<file path="config.mk">
export PLATFORM = sky130hd
export DESIGN_NAME = multicycle_cpu
export DESIGN_NICKNAME = d
export VERILOG_FILES = /design/src/rtl/multicycle_cpu.sv
export SDC_FILE = /design/constraint.sdc
export NUM_CORES = 2
export LEC_CHECK = 0
export CAP_MARGIN = 5
export CORE_UTILIZATION = 25
export CTS_CLUSTER_DIAMETER = 200
export CTS_CLUSTER_SIZE = 24
export DETAILED_ROUTE_END_ITERATION = 12
export GPL_TIMING_DRIVEN = 0
export PLACE_DENSITY = 0.37
export SETUP_SLACK_MARGIN = 0.1
export SLEW_MARGIN = 15
export SYNTH_ARGS = -nofsm -noshare
export SYNTH_HDL_FRONTEND = slang
export SYNTH_SLANG_ARGS = --single-unit
</file>
<file path="constraint.sdc">
create_clock -name clk -period 6.07 [get_ports clk]
set_input_delay 1.214 -clock clk [delete_from_list [all_inputs] [get_ports clk]]
set_output_delay 1.214 -clock clk [all_outputs]
set_load 0.02 [all_outputs]
</file>
<file path="src/rtl/multicycle_cpu.sv">
// Multicycle MIPS-subset core: one shared memory port, FETCH/DECODE/EXEC/MEM/WB sequencing.
// The core halts in TRAP on an illegal instruction or a misaligned load/store address.
module multicycle_cpu #(
    parameter logic [31:0] RESET_PC   = 32'h0000_0000,
    parameter int          ADDR_WIDTH = 32
) (
    input  logic                  clk,
    input  logic                  reset_n,
    output logic                  mem_req,
    output logic                  mem_we,
    output logic [ADDR_WIDTH-1:0] mem_addr,
    output logic [31:0]           mem_wdata,
    input  logic [31:0]           mem_rdata,
    input  logic                  mem_ready,
    output logic [31:0]           pc,
    output logic                  retire,
    output logic                  halted,
    output logic [2:0]            state
);

    localparam logic [5:0] OP_RTYPE = 6'h00;
    localparam logic [5:0] OP_J     = 6'h02;
    localparam logic [5:0] OP_JAL   = 6'h03;
    localparam logic [5:0] OP_BNE   = 6'h05;
    localparam logic [5:0] OP_XORI  = 6'h0E;
    localparam logic [5:0] OP_LW    = 6'h23;
    localparam logic [5:0] OP_SW    = 6'h2B;
    localparam logic [5:0] FN_JR    = 6'h08;
    localparam logic [5:0] FN_ADD   = 6'h20;
    localparam logic [5:0] FN_SUB   = 6'h22;
    localparam logic [5:0] FN_SLT   = 6'h2A;

    typedef enum logic [2:0] {
        S_FETCH  = 3'd0,
        S_DECODE = 3'd1,
        S_EXEC   = 3'd2,
        S_MEM    = 3'd3,
        S_WB     = 3'd4,
        S_TRAP   = 3'd7
    } state_t;

    state_t      cur_state, next_state;
    logic [31:0] ir, a_reg, b_reg, alu_out, mdr;
    logic [31:0] regs [32];

    logic [5:0]  opcode, funct;
    logic [4:0]  rs, rt, rd;
    logic [25:0] target;
    logic [31:0] sext_imm, zext_imm;

    logic        legal;
    logic        pc_we, ir_we, ab_we, alu_we, mdr_we, rf_we, req;
    logic [31:0] pc_next, alu_next, rf_wdata, addr_full;
    logic [4:0]  rf_waddr;

    assign opcode   = ir[31:26];
    assign rs       = ir[25:21];
    assign rt       = ir[20:16];
    assign rd       = ir[15:11];
    assign funct    = ir[5:0];
    assign target   = ir[25:0];
    assign sext_imm = {{16{ir[15]}}, ir[15:0]};
    assign zext_imm = {16'h0000, ir[15:0]};

    always_comb begin
        legal = 1'b0;
        case (opcode)
            OP_RTYPE: legal = (funct == FN_ADD) || (funct == FN_SUB) ||
                              (funct == FN_SLT) || (funct == FN_JR);
            OP_J, OP_JAL, OP_BNE, OP_XORI, OP_LW, OP_SW: legal = 1'b1;
            default:  legal = 1'b0;
        endcase
    end

    always_comb begin
        next_state = cur_state;
        req        = 1'b0;
        mem_we     = 1'b0;
        addr_full  = pc;
        pc_we      = 1'b0;
        pc_next    = pc;
        ir_we      = 1'b0;
        ab_we      = 1'b0;
        alu_we     = 1'b0;
        alu_next   = alu_out;
        mdr_we     = 1'b0;
        rf_we      = 1'b0;
        rf_waddr   = rt;
        rf_wdata   = alu_out;
        retire     = 1'b0;

        case (cur_state)
            S_FETCH: begin
                req = 1'b1;
                if (mem_ready) begin
                    ir_we      = 1'b1;
                    pc_we      = 1'b1;
                    pc_next    = pc + 32'd4;
                    next_state = S_DECODE;
                end
            end
            S_DECODE: begin
                ab_we      = 1'b1;
                next_state = legal ? S_EXEC : S_TRAP;
            end
            S_EXEC: begin
                next_state = S_TRAP;
                case (opcode)
                    OP_RTYPE: begin
                        alu_we     = 1'b1;
                        next_state = S_WB;
                        case (funct)
                            FN_ADD:  alu_next = a_reg + b_reg;
                            FN_SUB:  alu_next = a_reg - b_reg;
                            FN_SLT:  alu_next = {31'd0, $signed(a_reg) < $signed(b_reg)};
                            FN_JR: begin
                                alu_we     = 1'b0;
                                pc_we      = 1'b1;
                                pc_next    = a_reg;
                                retire     = 1'b1;
                                next_state = S_FETCH;
                            end
                            default: begin
                                alu_we     = 1'b0;
                                next_state = S_TRAP;
                            end
                        endcase
                    end
                    OP_XORI: begin
                        alu_we     = 1'b1;
                        alu_next   = a_reg ^ zext_imm;
                        next_state = S_WB;
                    end
                    OP_LW, OP_SW: begin
                        alu_we     = 1'b1;
                        alu_next   = a_reg + sext_imm;
                        next_state = (alu_next[1:0] != 2'b00) ? S_TRAP : S_MEM;
                    end
                    // pc already points past the branch, so the offset is relative to pc+4
                    OP_BNE: begin
                        if (a_reg != b_reg) begin
                            pc_we   = 1'b1;
                            pc_next = pc + {sext_imm[29:0], 2'b00};
                        end
                        retire     = 1'b1;
                        next_state = S_FETCH;
                    end
                    OP_J, OP_JAL: begin
                        pc_we      = 1'b1;
                        pc_next    = {pc[31:28], target, 2'b00};
                        rf_we      = (opcode == OP_JAL);
                        rf_waddr   = 5'd31;
                        rf_wdata   = pc;
                        retire     = 1'b1;
                        next_state = S_FETCH;
                    end
                    default: next_state = S_TRAP;
                endcase
            end
            S_MEM: begin
                req       = 1'b1;
                mem_we    = (opcode == OP_SW);
                addr_full = alu_out;
                if (mem_ready) begin
                    if (opcode == OP_SW) begin
                        retire     = 1'b1;
                        next_state = S_FETCH;
                    end else begin
                        mdr_we     = 1'b1;
                        next_state = S_WB;
                    end
                end
            end
            S_WB: begin
                rf_we      = 1'b1;
                rf_waddr   = (opcode == OP_RTYPE) ? rd : rt;
                rf_wdata   = (opcode == OP_LW) ? mdr : alu_out;
                retire     = 1'b1;
                next_state = S_FETCH;
            end
            S_TRAP:  next_state = S_TRAP;
            default: next_state = S_TRAP;
        endcase
    end

    // Request is masked by reset so an in-flight transaction is dropped immediately
    assign mem_req   = req & reset_n;
    assign mem_addr  = addr_full[ADDR_WIDTH-1:0];
    assign mem_wdata = b_reg;
    assign halted    = (cur_state == S_TRAP);
    assign state     = cur_state;

    always_ff @(posedge clk or negedge reset_n) begin
        if (!reset_n) begin
            cur_state <= S_FETCH;
        end else begin
            cur_state <= next_state;
        end
    end

    always_ff @(posedge clk or negedge reset_n) begin
        if (!reset_n) begin
            pc      <= RESET_PC;
            ir      <= '0;
            a_reg   <= '0;
            b_reg   <= '0;
            alu_out <= '0;
            mdr     <= '0;
            for (int i = 0; i < 32; i++) begin
                regs[i] <= '0;
            end
        end else begin
            if (pc_we)  pc      <= pc_next;
            if (ir_we)  ir      <= mem_rdata;
            if (ab_we) begin
                a_reg <= regs[rs];
                b_reg <= regs[rt];
            end
            if (alu_we) alu_out <= alu_next;
            if (mdr_we) mdr     <= mem_rdata;
            // r0 is never written, so its reset value of zero is what every read sees
            if (rf_we && (rf_waddr != 5'd0)) regs[rf_waddr] <= rf_wdata;
        end
    end

endmodule

</file>
==> results.md <==
- After synthesis, the cell types taking the most area are dfrtp_1 45%, mux4_2 21%, a21oi_1 6.9%, nor2_1 5.0%, nand2_1 3.3%.
- Dividing the synthesized area by the synthesized cell count gives between 10 and 15 um2.
- The area fraction of the dominant cell type after synthesis is 44.71%.
- Traced cell by cell, the critical path runs through nand2b_1, nor3_2, buf_6, clkbuf_1, nand2_1, o221ai_1, clkdlybuf4s50_1.
- The depth of the most critical reg-to-reg path is 10.
- The tightest hold path in the finished design has a slack of ~310 ps.
- The proportion of synthesized flip-flops having asynchronous set or reset is 100.0%.
- The count of TritonRoute iterations in the first routing pass is 6.
- The number of top-level pins is approximately 140.
- The launching point of the worst reg2reg path is ir[29].
- The die is ~520 um wide.
- The maximum cell stage delay along the critical path is around 780 ps.
- The worst min-delay path class is in2async.
- At the worst endpoint, the arrival time is about 4700 ps.
- The critical path is of the reg2out type.
- The endpoint of the lowest-slack register-to-register path is regs[633].
- For this configuration, the core starts out at a cell density of 25.18%.
- For the final routed database, the setup TNS stands at 0 ps.
- Clock tree synthesis selected as its root buffer the cell clkbuf_16.
- dfrtp_1 takes more of the synthesized area than any other cell.
- The maximum net fanout on the critical path is 10.
- The first-pass GRT wire length is between 400,000 and 500,000 um.
- STA classifies the critical path endpoint as an output pin.
- The slowest stage of the critical path belongs to the cell clkbuf_1.
- The row count is around 190.
- The die height is around 520 um.
- In this run the power density over the cells is around 180 nW/um2.
- The number of max-capacitance violations reported is 0.
- For this design the static power due to leakage is around 32 nW.
- Entering global routing, the biggest net connects 129 pins.
- The count of buffer and inverter cells on the critical path is 3.
- For this run, the leading register cell type out of synthesis is dfrtp_1.
- In the layout the commonest cells are 1,218 x dfrtp_1, 943 x a21oi_1, 900 x nor2_1.
- The number of max-slew violations in the final report is 0.
- The relative max-transition margin is approximately 16%.
- The portion of the post-synthesis area used by sequential elements is about 45%.
- The number of nets handed over by synthesis was around 6,500.
- The number of input and output port buffers inserted is 137.
- In this run the standard cell core region covers 271,000 um2.
- Cells with a size suffix above 1 make up 16.16% of the layout.
- The average via count per standard cell is about 5.3.
- The total count of hold-check failures in the final report was 0.
- The number of global-route vias before repair is approximately 55,000.
- For this block, the via count after detailed routing is around 54,000.
- The total CTS buffers is between 50 and 60.
- The final critical path takes up ~100% of the cycle.
- The register with the most flip-flops in the layout has a little over 1,000 of them.
- The number of antenna violations at the first check in global routing is 20.
- Static timing analysis puts the maximum clock frequency at 0.1691 GHz.
- The synthesized design contains 0 enable-type register cells.
- After legalization and detailed placement, the total HPWL measured 240,700 um.
- VDD sags by at most slightly below 0.0002 V.
- After synthesis the cells add up to 68,230 um2.
- Summed over all layers, the routed wires come to 305,100 um.
- The post-route total power is approximately 0.014 W.
- In this run, synthesis produced a sequential element count of ~1,200.
- The antenna violation net count after detailed routing is 0.
- Yosys mapped the design onto a little over 100 distinct sky130hd cell types.
- Setup repair after global routing left no endpoint under its margin.
- The required arrival time at the worst endpoint is 4860 ps.
- The buffer depth of the longest clock path is 3.
- The net count of the finished layout is between 6,000 and 7,000.
- Setup violations remaining at the end of the flow were counted as 0.
- The reg2reg setup slack is 670 ps.
- After detailed routing, the average wire length per cell comes to between 30 and 40 um.
- The area growth from synthesis to layout is 11.67%.
- The routability congestion estimate is 0.9180.
- The post-CTS clock slew at the launch and capture registers of the worst setup and hold paths is 120 ps.
- The number of warnings issued by yosys is 0.
- The total overflow left after global routing is 0.
- The register with the most flip-flops is regs.
- The post-route DRC violation count is 0.
- The violation count after the first detailed-route iteration is about 5,000.
- The clock latency reported for the late side of the worst-skew pair is 800 ps.
- The final setup skew is about 48 ps.
- For the finished layout, the period the worst path requires is 5915 ps.
- The post-CTS repair timing setup buffer count is 0.
- The flow ran to the end, and the final reports show no timing, DRC or antenna violations.
- TritonCTS built the clock tree.
- The floorplan step defined a die boundary enclosing 275,000 um2.
- The clock drives 1,219 sinks.
- The H-tree depth is 2.
- The gate count after technology mapping is 6,326.
- For the pin with the worst max-slew slack, the measured transition is about 1300 ps.
- STA classifies the critical path startpoint as a flop.
- For this run, the total global-route usage over all layers was measured as approximately 22%.
- The most frequent standard cell in the layout excluding fill and tap cells is dfrtp_1.
- In this design, the largest share of critical-path delay is due to buffers and inverters.
==> how the worst max path moves through the flow <==
stage	to	from	cells past startpoint
2_1_floorplan	alu_out[31]	mem_wdata[1]	12
3_3_place_gp	regs[412]	reset_n	1
3_5_place_dp	regs[601]	ir[29]	10
4_1_cts	retire	state[2]	7
5_1_grt	retire	ir[27]	7
6_report	retire	ir[28]	7
==> synth_stat cells, types with 9 or more instances <==
library cell and instances:
nor2b_1 18, xor2_1 25, and3_1 18, a222oi_1 9
o21a_1 15, o21ai_1 174, buf_4 14, nand2_1 601
mux2i_1 74, or2_2 10, mux4_2 640, o211ai_1 15
a22oi_1 20, xnor2_1 34, a21o_1 42, o21bai_1 21
ha_1 124, o21ai_0 254, a221oi_1 28, a22o_1 28
mux2_2 33, buf_2 163, nor3_1 40, nand2b_1 16
buf_1 64, nor2_1 900, nand3_1 35, nand3b_1 9
nor2_4 16, clkbuf_1 350, dfrtp_1 1219, a211oi_1 23
inv_1 84, o22ai_1 19, a31oi_1 33, nand4_1 20
or3_1 16, o221ai_1 10, a21oi_1 947
==> power breakdown <==
group | switching [W] | internal (W)
sequential | 0.0000329 | 0.00813
clock | 0.00298 | 0.00170
combinational | 0.000729 | 0.000320
total | 0.00374 | 0.0101
==> logic make-up after synthesis <==
family	synth area share [%]
AO/OA/AOI/OAI	14.32
XOR/XNOR	0.7574
adder cells (fa/ha/maj)	2.391
buffers and inverters	4.221
flip-flops	44.71
multiplexers	22.76
AND/OR/NAND/NOR	10.85
==> metrics by stage <==
step / area, um2 / instances / setup slack (ps) / utilization, %
after floorplan: 68230 / 6326 / 2720 / -
after global placement: 74070 / 10030 / -56090 / 27.33
after detailed placement: 74680 / 10060 / 904.1 / 27.56
after CTS: 76160 / 10120 / 149.3 / 28.10
after global routing: 76180 / 10120 / 128.9 / 28.11
final: 76200 / 10120 / 155.3 / 28.12
==> worst reg2reg max path, stage by stage (launching register included) <==
cell	delay [ps]
dfrtp_1	510
or3_4	470
nor4_4	340
nand3_4	230
mux2i_1	200
or3b_1	380
a21o_1	380
nand3b_1	610
nor2_2	1000
clkbuf_1	930
a21oi_1	170
==> area by class of cell <==
type / count / area, um2
Timing Repair Buffer: 160 / 1911
Clock buffer: 58 / 1430
Antenna cell: 7 / 17.52
Clock inverter: 3 / 53.80
Tap cell: 3570 / 4467
Fill cell: 28390 / 194800
Buffer: 598 / 2605
Inverter: 87 / 326.6
Multi-Input combinational cell: 4422 / 34880
Sequential cell: 1219 / 30510
==> per-layer routing <==
metal	up-vias	share of wire, %	track usage [%]
met5	-	0.0036	0
met4	2	2.8	5.791
met3	297	5.4	2.852
met2	1850	47	35.22
met1	28480	45	30.57
li1	23460	-	-
==> repair_timing <==
item | CTS | global route
setup endpoints to repair | 0 | 1
resized for setup | 0 | 2
hold buffers | 0 | 0
Power figures use the tool's default switching activity.
